File: config.mk
export PLATFORM = sky130hd
export DESIGN_NAME = nibble_distributor4
export DESIGN_NICKNAME = d
export VERILOG_FILES = /design/src/rtl/nibble_distributor4_pkg.sv /design/src/rtl/nibble_bank.sv /design/src/rtl/nibble_distributor4.sv
export SDC_FILE = /design/constraint.sdc
export NUM_CORES = 1
export LEC_CHECK = 0
export ABC_AREA = 1
export CORE_MARGIN = 3
export CORE_UTILIZATION = 53
export DETAILED_ROUTE_END_ITERATION = 8
export PLACE_DENSITY = 0.83
export SYNTH_ARGS = -nofsm -noshare
export SYNTH_HDL_FRONTEND = slang
export SYNTH_SLANG_ARGS = --single-unit
File: constraint.sdc
create_clock -name CLK -period 2.1 [get_ports CLK]
set_clock_uncertainty 0.05 [all_clocks]
set_input_delay 0.63 -clock CLK [delete_from_list [all_inputs] [get_ports CLK]]
set_output_delay 0.63 -clock CLK [all_outputs]
set_load 0.005 [all_outputs]
File: src/rtl/nibble_distributor4_pkg.sv
// Shared constants and bank state encoding for the nibble distributor.
package nibble_distributor4_pkg;

  localparam int NLANES = 4;
  localparam int NIB_W  = 4;
  localparam int POS_W  = 3;
  localparam int NSLOTS = 2 ** POS_W;
  localparam int WORD_W = NIB_W * NSLOTS;

  localparam logic [NSLOTS-1:0] FULL_MASK = {NSLOTS{1'b1}};

  typedef enum logic {
    FILL = 1'b0,
    HOLD = 1'b1
  } bank_state_t;

endpackage

File: src/rtl/nibble_bank.sv
// One word accumulator with fill mask, output register and FILL/HOLD state machine.
module nibble_bank
  import nibble_distributor4_pkg::*;
(
  input  logic              clk,
  input  logic              rst_n,
  input  logic [NSLOTS-1:0] wr_mask,
  input  logic [WORD_W-1:0] wr_data,
  input  logic              ready,
  output logic [WORD_W-1:0] data_out,
  output logic              valid,
  output logic [NSLOTS-1:0] mask,
  output bank_state_t       state
);

  logic [WORD_W-1:0] acc, acc_n, acc_m;
  logic [NSLOTS-1:0] mask_n, mask_m;
  logic [WORD_W-1:0] data_n;
  logic              valid_n;
  logic              pop;
  bank_state_t       state_n;

  always_ff @(posedge clk or negedge rst_n) begin
    if (!rst_n) begin
      state    <= FILL;
      acc      <= '0;
      mask     <= '0;
      data_out <= '0;
      valid    <= 1'b0;
    end else begin
      state    <= state_n;
      acc      <= acc_n;
      mask     <= mask_n;
      data_out <= data_n;
      valid    <= valid_n;
    end
  end

  always_comb begin
    acc_m   = acc;
    mask_m  = mask | wr_mask;
    for (int i = 0; i < NSLOTS; i++) begin
      if (wr_mask[i]) acc_m[i*NIB_W +: NIB_W] = wr_data[i*NIB_W +: NIB_W];
    end
    pop     = valid && ready;
    state_n = state;
    acc_n   = acc;
    mask_n  = mask;
    data_n  = data_out;
    valid_n = valid;
    case (state)
      FILL: begin
        if (mask_m == FULL_MASK) begin
          if (!valid || ready) begin
            data_n  = acc_m;
            valid_n = 1'b1;
            acc_n   = '0;
            mask_n  = '0;
          end else begin
            // Output still occupied: freeze the finished word until it drains.
            state_n = HOLD;
            acc_n   = acc_m;
            mask_n  = mask_m;
          end
        end else begin
          acc_n  = acc_m;
          mask_n = mask_m;
          if (pop) valid_n = 1'b0;
        end
      end
      HOLD: begin
        if (pop) begin
          data_n  = acc;
          valid_n = 1'b1;
          acc_n   = '0;
          mask_n  = '0;
          state_n = FILL;
        end
      end
      default: state_n = FILL;
    endcase
  end

endmodule

File: src/rtl/nibble_distributor4.sv
// Scatters four lane nibbles per beat into bank A / bank B word accumulators.
module nibble_distributor4
  import nibble_distributor4_pkg::*;
(
  input  logic                    CLK,
  input  logic                    RESET_L,
  input  logic [NLANES*NIB_W-1:0] NIBBLE_IN,
  input  logic [NLANES*POS_W-1:0] pos_A,
  input  logic [NLANES*POS_W-1:0] pos_B,
  input  logic [NLANES-1:0]       SEL,
  input  logic                    IN_VALID,
  output logic                    IN_READY,
  output logic [WORD_W-1:0]       DATA_A_OUT,
  output logic                    VALID_A,
  input  logic                    READY_A,
  output logic [WORD_W-1:0]       DATA_B_OUT,
  output logic                    VALID_B,
  input  logic                    READY_B,
  output logic                    ERR_OVW,
  output bank_state_t             STATE_A,
  output bank_state_t             STATE_B
);

  // Handshake: a beat transfers when IN_VALID && IN_READY; an output word
  // transfers when VALID_X && READY_X. IN_READY depends only on bank state.
  logic              accept;
  logic [NSLOTS-1:0] wr_mask_a, wr_mask_b, mask_a, mask_b;
  logic [WORD_W-1:0] wr_data_a, wr_data_b;

  assign IN_READY = RESET_L && (STATE_A != HOLD) && (STATE_B != HOLD);
  assign accept   = IN_VALID && IN_READY;

  // Later lanes overwrite earlier ones, so the highest lane wins a collision.
  always_comb begin : route
    logic [POS_W-1:0] slot;
    wr_mask_a = '0;
    wr_mask_b = '0;
    wr_data_a = '0;
    wr_data_b = '0;
    slot      = '0;
    for (int k = 0; k < NLANES; k++) begin
      if (accept) begin
        if (!SEL[k]) begin
          slot = pos_A[k*POS_W +: POS_W];
          wr_mask_a[slot] = 1'b1;
          wr_data_a[slot*NIB_W +: NIB_W] = NIBBLE_IN[k*NIB_W +: NIB_W];
        end else begin
          slot = pos_B[k*POS_W +: POS_W];
          wr_mask_b[slot] = 1'b1;
          wr_data_b[slot*NIB_W +: NIB_W] = NIBBLE_IN[k*NIB_W +: NIB_W];
        end
      end
    end
  end

  always_ff @(posedge CLK or negedge RESET_L) begin
    if (!RESET_L) ERR_OVW <= 1'b0;
    else          ERR_OVW <= (|(wr_mask_a & mask_a)) || (|(wr_mask_b & mask_b));
  end

  nibble_bank u_bank_a (
    .clk      (CLK),
    .rst_n    (RESET_L),
    .wr_mask  (wr_mask_a),
    .wr_data  (wr_data_a),
    .ready    (READY_A),
    .data_out (DATA_A_OUT),
    .valid    (VALID_A),
    .mask     (mask_a),
    .state    (STATE_A)
  );

  nibble_bank u_bank_b (
    .clk      (CLK),
    .rst_n    (RESET_L),
    .wr_mask  (wr_mask_b),
    .wr_data  (wr_data_b),
    .ready    (READY_B),
    .data_out (DATA_B_OUT),
    .valid    (VALID_B),
    .mask     (mask_b),
    .state    (STATE_B)
  );

endmodule

==> results of run 1 <==
[synth_stat cells (2+ instances only)]
cell       number  area (um^2)
buf_6           7         78.8
inv_1         200          751
nor2_1        296         1110
o211ai_1        7         52.6
a21boi_1        4         30.0
inv_2           2         7.51
a211oi_1        2         15.0
o22ai_1        19          119
o2111ai_1       2         17.5
ha_1           21          263
buf_2          22          110
a21boi_0       12         90.1
clkinv_1        5         18.8
nand3_1       207         1040
nand2_2        11         68.8
buf_8           2         30.0
nor3_1         32          160
o21ai_1        18         90.1
nand2_1       661         2480
nand2_4         6         67.6
nand4_1        65          407
clkbuf_1       32          120
nand3_2         3         30.0
buf_4           5         37.5
a21oi_1       145          726
nand3b_1        3         22.5
a31oi_1         2         12.5
buf_1           2         7.51
dfrtp_1       149         3730
nor2_2          2         12.5
o21ai_0        76          380
[layer usage]
layer | overflow | global-route usage (%)
met5 | 0 | 28.0
met2 | 722 | 106
met1 | 9 | 79.2
met3 | 12 | 64.4
met4 | 283 | 85.8
[cells by family after synthesis]
group	after synthesis	share of synthesized area (%)
AND/OR/NAND/NOR	1288	44.6
AO/OA/AOI/OAI	291	12.9
buffers and inverters	279	9.64
flip-flops	149	30.7
adder cells (fa/ha/maj)	21	2.16
[repair_timing]
action	CTS
setup endpoints to repair	152
cloned	25
gates resized for setup	654
buffers inserted	96
pin swaps	244
[metrics by stage]
step                      hold WS [ps]  area (um^2)  utilization (%)  TNS (ps)
after detailed placement           412        17000             76.8   -135630
after CTS                          314        20800             94.0    -18400
after global placement             404        17000             76.8   -128190
after floorplan                    284        13200                -    -11690
==> flow_metrics.py, run 1 <==
metrics = {
    "logic_synthesis": {
        "synth_edf_count": 0,
        "ys.warnings.count": 0,
        "synth_cell_types": 39,
        "netlist_instances": 2028,
        "synth-seq-cells": 149,
        "syn_nets": 2098,
        "syn_area_per_cell_um2": 6.00,
        "ys_seq_area_share_pct": 30.7,
        "syn_area_um2": 12200,
        "ys.flop_type": "dfrtp_1",
        "synth-async-reset-ratio_pct": 100,
    },
    "die": {
        "io_pins": 119,
        "rows": 54,
        "die_x_um": 157,
        "die_h_um": 157,
        "initial_core_util_pct": 54.9,
    },
    "clock_network": {
        "numCtsBuffers": 17,
        "cts_root_buffer": "clkbuf_16",
        "clk_path_buf_depth": 2,
        "h-tree-depth": 4,
        "clock_sinks": 149,
        "cts_hold_buf": 0,
    },
    "grt": {
        "grt_max_degree": 101,
        "grt_pass1_vias": 24500,
        "grt_overflow": 1026,
        "grt_pass1_wl_mm": 159,
        "grt_usage_pct": 83.3,
    },
    "placement": {
        "gp_congestion": 1.07,
        "port_buffers": 118,
        "preCtsSetupSlack_ps": -1020,
        "hpwl_mm": 41.2,
        "place_inst": 2715,
    },
    "run_status": {
        "error": "[ERROR GRT-0116] Global routing finished with congestion. Check the congestion regions in the DRC Viewer.",
        "outcome": "stopped before the end",
        "haltStage": "global routing (5_1_grt)",
    },
}
==> inputs of run 2 (changes only) <==
CORE_UTILIZATION = 40   (was 53)
PLACE_DENSITY = default   (was 0.83)
PLACE_DENSITY_LB_ADDON = 0.15   (was default)
clock period = 2.7 ns   (was 2.1 ns; I/O delays follow)
==> run 2 against run 1 <==
Net effect:
- the run now ends clean
- area after synthesis did not move
- synthesized cell count unchanged
==> flow_metrics.py, run 2 <==
metrics = {
    "run_status": {
        "outcome": "complete, no violations",
    },
    "logic_synthesis": {
        "synth_cell_types": 39,
        "syn_area_per_cell_um2": 6.00,
        "synth_edf_count": 0,
        "synth_top_family_by_area": "simple AND/OR/NAND/NOR gates",
        "synthAdderAreaFrac_pct": 2.16,
        "syn_nets": 2098,
        "synth-seq-cells": 149,
        "ys_seq_area_share_pct": 30.7,
        "ys.warnings.count": 0,
        "netlist_top_cells_count": "nand2_1, nor2_1, nand3_1",
        "synthMuxAreaShare_pct": 0,
        "yosys.area_share.simple_pct": 44.6,
        "synth_top_area_share_pct": 30.7,
        "ys.flop_type": "dfrtp_1",
        "synth_compound_gate_area_share_pct": 12.9,
        "synth_xor_area_share_pct": 0,
        "syn_area_um2": 12200,
        "yosys.cell_count.top_type": "nand2_1",
        "netlist_instances": 2028,
        "synth_top_area_cell": "dfrtp_1",
        "synth-async-reset-ratio_pct": 100,
        "synth_area_leaders": "dfrtp_1, nand2_1, nor2_1",
    },
    "worst_setup_path": {
        "r2r_end": "u_bank_b.acc[11]",
        "crit_required_ps": 2940,
        "worst_r2r_path_depth": 15,
        "critPathMaxFanout": 9,
        "crit_start": "IN_VALID",
        "endpoint_kind": "flop",
        "endpoint": "u_bank_b.acc[11]",
        "rrSetupSlack_ps": 250,
        "crit_arrival_ps": 2910,
        "r2r_start": "u_bank_a.state",
        "start_kind": "input pin",
        "crit_type": "input pin to flop",
    },
    "final_layout": {
        "syn_to_final_growth_pct": 49.9,
        "drive_above_1_share_pct": 26.6,
        "nets": 2578,
        "n_antenna_cell": 0,
        "fin_cells": 2910,
        "layout_commonest_cell": "nand2_1",
        "final_cell_mix": "nand2_1, buf_4, nor2_1, nand3_1, inv_1",
    },
    "clock_network": {
        "clk_path_buf_depth": 2,
        "clock_sinks": 149,
        "cts_tree": "built",
        "h-tree-depth": 4,
        "numCtsBuffers": 17,
        "clkSlewWorstSetupHoldPaths_ps": 60,
        "cts_hold_buf": 0,
        "cts_root_buffer": "clkbuf_16",
        "clkLatencyLatePin_ps": 420,
    },
    "power_and_ir_drop": {
        "vdd_drop_max_mv": 0.496,
        "power.total_uw": 12500,
        "power.density_nw_per_um2": 688,
        "p_leak_uw": 0.00948,
    },
    "grt": {
        "grt_pass1_vias": 15200,
        "grt_usage_pct": 32.5,
        "grt_overflow": 0,
        "grt_max_degree": 60,
        "antenna_found_initial": 1,
        "grt_pass1_wl_mm": 84.1,
    },
    "sta": {
        "hold_viol": 0,
        "max_freq_ghz": 0.375,
        "max_slew_margin_pct": 49.1,
        "drv_slew": 0,
        "setup_viol": 0,
        "rsz0062_at_grt": "yes",
        "fin_crit_ps": 2670,
        "tightest_slew_ps": 763,
        "period_share_pct": 98.7,
        "hold_ws_ps": 419,
    },
    "die": {
        "die_area_um2": 32500,
        "rows": 63,
        "io_pins": 119,
        "die_x_um": 180,
        "initial_core_util_pct": 40.8,
        "fp.coreArea_um2": 29800,
        "die_h_um": 180,
    },
    "detailed_routing": {
        "avgViaCountPerCell": 5.47,
        "drcViolationCount": 0,
        "vias": 15900,
        "ant_nets": 0,
        "route.detailed.wl_per_inst_um": 19.0,
        "drt-initial-drc-count": 1625,
        "dr.pass1.iters": 6,
        "wirelength_mm": 55.3,
    },
    "placement": {
        "gp_congestion": 1.04,
        "hpwl_mm": 42.4,
        "place_inst": 2857,
        "port_buffers": 118,
    },
    "worst_hold_path": {
        "min_path_type": "flop to flop",
    },
    "run": {
        "maxCapViolations": 0,
    },
}
run 2: cell counts after synthesis:
No cell type changed its count.
run 2: per-layer routing:
layer / part of all wire [%] / vias up / track usage, %
met5: 0 / - / 0
met4: 5.8 / 0 / 16.6
met3: 6.2 / 167 / 3.05
met2: 48 / 712 / 55.6
met1: 40 / 7458 / 40.9
li1: - / 7569 / -
run 2: logic make-up after synthesis:
| kind of cell | count (synthesis) |
|---|---|
| compound gates | 291 |
| flops | 149 |
| simple gates | 1288 |
| buf+inv | 279 |
| fa+ha+maj | 21 |
run 2: how the worst min path moves through the flow:
| stage | startpoint | to | slack [ps] | cells after the start |
|---|---|---|---|---|
| CTS | u_bank_b.data_out[1] | u_bank_b.data_out[1] | 420 | 2 |
| global route | u_bank_b.data_out[1] | u_bank_b.data_out[1] | 430 | 2 |
| finish | u_bank_b.data_out[5] | u_bank_b.data_out[5] | 420 | 2 |
| detailed placement | u_bank_b.data_out[1] | u_bank_b.data_out[1] | 410 | 2 |
| floorplan | u_bank_a.acc[16] | u_bank_a.acc[16] | 400 | 2 |
| global placement | u_bank_b.data_out[29] | u_bank_b.data_out[29] | 400 | 2 |
run 2: power by group:
part	total, uW	switching (uW)	internal, uW
sequential	3820	566	3250
clock	2400	995	1410
combinational	6320	3410	2910
total	12500	4980	7570
run 2: final cells by class:
cell class,count,area [um^2]
inverter,209,803
multi-input combinational,1600,8050
clock inverter,11,125
sequential,149,3730
tap,390,488
timing repair buffer,531,4580
clock buffer,20,457
fill,2879,11600
run 2: critical path, stage by stage:
cell and delay [ps]:
clkdlybuf4s50_1 500, nand2_4 100, inv_6 130, buf_4 180, o21ai_2 100, nand2_1 110, nand2_1 70, nor2_2 160
nand2_2 80, buf_4 150, nor2_4 240, buf_4 200, o22ai_1 70
run 2: stage by stage:
stage	area [um^2]	worst slack (ps)	setup TNS, ps	utilization (%)
global placement	16600	-779	-90440	55.7
finish	18200	34.3	0	61.2
CTS	17700	0.675	0	59.4
global route	18200	-47.2	-215	61.2
detailed placement	16600	-812	-91130	55.7
floorplan	12200	-18.6	-34.7	-
run 2: timing repair:
| item | CTS | global route |
|---|---|---|
| pin swaps | 37 | 41 |
| cloned | 1 | 5 |
| setup buffers | 5 | 11 |
| endpoints found under the setup margin | 146 | 146 |
| resized for setup | 170 | 120 |
(Power assumes the default switching activity.)
==> inputs of run 3 (changes only) <==
CTS_BUF_LIST = sky130_fd_sc_hd__clkbuf_4 sky130_fd_sc_hd__clkbuf_8   (was default)
==> run 3 against run 2 <==
Net effect:
- final cell count fell by 0.34%
- final area is 2.1% lower
- largest power group unchanged
- first-iteration DRC count shrank 10%
- sequential power barely moved
- wire length fell by 2.5%
- non-clock buffer count shrank 10
==> flow_metrics.py, run 3 (same netlist as run 2, synthesis figures left out) <==
metrics = {
    "run_status": {
        "outcome": "complete, no violations",
    },
    "clock_network": {
        "clkLatencyLatePin_ps": 460,
        "cts_tree": "built",
        "clock_sinks": 149,
        "numCtsBuffers": 17,
        "cts_hold_buf": 0,
        "cts_root_buffer": "clkbuf_8",
        "h-tree-depth": 4,
        "clk_path_buf_depth": 2,
        "clkSlewWorstSetupHoldPaths_ps": 90,
    },
    "power_and_ir_drop": {
        "p_int_uw": 6970,
        "power_frac_seq_pct": 32.3,
        "vdd_drop_max_mv": 0.509,
        "power_switching_uw": 4810,
        "comb_power_share_pct": 52.4,
        "p_leak_uw": 0.00934,
        "power.density_nw_per_um2": 660,
        "clkPwrFrac_pct": 15.3,
        "power.total_uw": 11800,
        "swShare_pct": 40.8,
    },
    "detailed_routing": {
        "ant_nets": 0,
        "vias": 15700,
        "drcViolationCount": 0,
        "dr.pass1.iters": 8,
        "route.detailed.wl_per_inst_um": 18.6,
        "wirelength_mm": 53.9,
        "avgViaCountPerCell": 5.41,
        "drt-initial-drc-count": 1458,
    },
    "die": {
        "die_x_um": 180,
        "initial_core_util_pct": 40.8,
        "rows": 63,
        "io_pins": 119,
        "die_h_um": 180,
        "fp.coreArea_um2": 29800,
        "die_area_um2": 32500,
    },
    "final_layout": {
        "final_cell_mix": "nand2_1, buf_4, nor2_1, nand3_1, inv_1",
        "n_antenna_cell": 0,
        "layout_commonest_cell": "nand2_1",
        "nets": 2568,
        "final_area_um2": 17900,
        "fin_cells": 2900,
        "syn_to_final_growth_pct": 46.8,
        "nFillCells": 2948,
        "drive_above_1_share_pct": 26.0,
        "post-route-util_pct": 59.9,
    },
    "worst_setup_path": {
        "crit_arrival_ps": 2950,
        "critPathSlowestCell": "clkdlybuf4s50_1",
        "cpPeakStageDelay_ps": 500,
        "critPathMaxFanout": 4,
        "start_kind": "input pin",
        "cp_cell_sequence": "clkdlybuf4s50_1, inv_2, ha_4, inv_2, nand2_2, nor2_4, nand2_2, nor3_2, buf_4, clkinvlp_4, nand3_2, nand2_2, a21boi_2, nand3_1, nand2_1",
        "critical-path-top-cell-by-count": "nand2_2",
        "crit_required_ps": 3050,
        "endpoint_kind": "flop",
        "worst_r2r_path_depth": 16,
        "crit_type": "input pin to flop",
    },
    "placement": {
        "place_inst": 2857,
        "preCtsSetupSlack_ps": -812,
        "place_area_um2": 16600,
        "gp_congestion": 1.04,
        "port_buffers": 118,
        "hpwl_mm": 42.4,
    },
    "sta": {
        "period_share_pct": 96.3,
        "max_freq_ghz": 0.385,
        "max_slew_margin_pct": 48.4,
        "tightest_slew_ps": 775,
        "hold_viol": 0,
        "fin_crit_ps": 2600,
        "setup_slack_ps": 101,
        "setup_viol": 0,
        "drv_slew": 0,
    },
    "grt": {
        "antenna_found_initial": 0,
        "grt_max_degree": 60,
        "globalRouteMet1Util_pct": 40.6,
        "use_met2_pct": 54.6,
        "grt_pass1_vias": 15100,
        "grt_pass1_wl_mm": 83.0,
        "grt_overflow": 0,
        "met3_usage_pct": 2.95,
        "grt_usage_pct": 32.0,
        "busiest_layer": "met2",
    },
    "worst_hold_path": {
        "holdPathStages": 2,
        "min_path_type": "flop to flop",
    },
    "run": {
        "maxCapViolations": 0,
    },
}
[run 3: cell count changes in the layout (fill, tap and decap cells not counted), moves of 4 or more]
cell,change
clkbuf_8,+17
buf_6,-7
nor3_2,-4
nand3_2,+6
clkbuf_16,-19
nand3_4,-4
clkdlybuf4s50_1,+4
o21ai_1,+6
[run 3: power by group through the flow]
stage,registers [uW],clock network [uW],logic [uW]
after floorplan,3730,0,3060
after global placement,3790,0,5710
after detailed placement,3820,0,5800
after CTS,3790,1810,5970
after global routing,3900,1900,6800
final,3810,1800,6180
[run 3: worst max-delay path: cells and delay by family]
family	cells	cell delay, ps
buf+inv	5	950
compound gates	1	190
simple gates	8	840
fa+ha+maj	1	160
[run 3: layout make-up]
class / instances / area [um^2] / share of cell area (%)
well taps: 390 / 488 / 2.73
inverters: 209 / 792 / 4.43
clock buffers: 20 / 269 / 1.51
repair buffers: 521 / 4460 / 25.0
flip-flops and latches: 149 / 3730 / 20.9
multi-input cells: 1600 / 8000 / 44.8
clock inverters: 11 / 125 / 0.701
[run 3: stage by stage]
step | hold WS, ps | setup TNS, ps
2_1_floorplan | 399 | -34.7
3_3_place_gp | 403 | -90440
3_5_place_dp | 408 | -91130
4_1_cts | 428 | 0
5_1_grt | 441 | -0.434
6_report | 426 | 0
[run 3: path summary, 6_finish.rpt]
check | endpoint | start | slack, ps
setup / recovery | u_bank_b.data_out[25] | pos_B[8] | 100
hold / removal | u_bank_b.data_out[5] | u_bank_b.data_out[5] | 430
setup reg to reg | u_bank_a.data_out[0] | u_bank_a.state | 280
hold reg to reg | u_bank_b.data_out[5] | u_bank_b.data_out[5] | 430
max in group asynchronous | u_bank_a.data_out[15] | RESET_L | 890
min in group asynchronous | u_bank_b.data_out[31] | RESET_L | 440
[run 3: metal layers]
metal	vias to the layer above	share of wire [%]
li1	7545	-
met1	7331	41
met2	657	48
met3	150	5.5
met4	0	5.9
met5	-	0
[run 3: what timing repair did]
item,in CTS,in global routing
buffers inserted,4,6
pin swaps,27,41
cloned,0,2
setup endpoints to repair,136,146
gates resized for setup,132,125
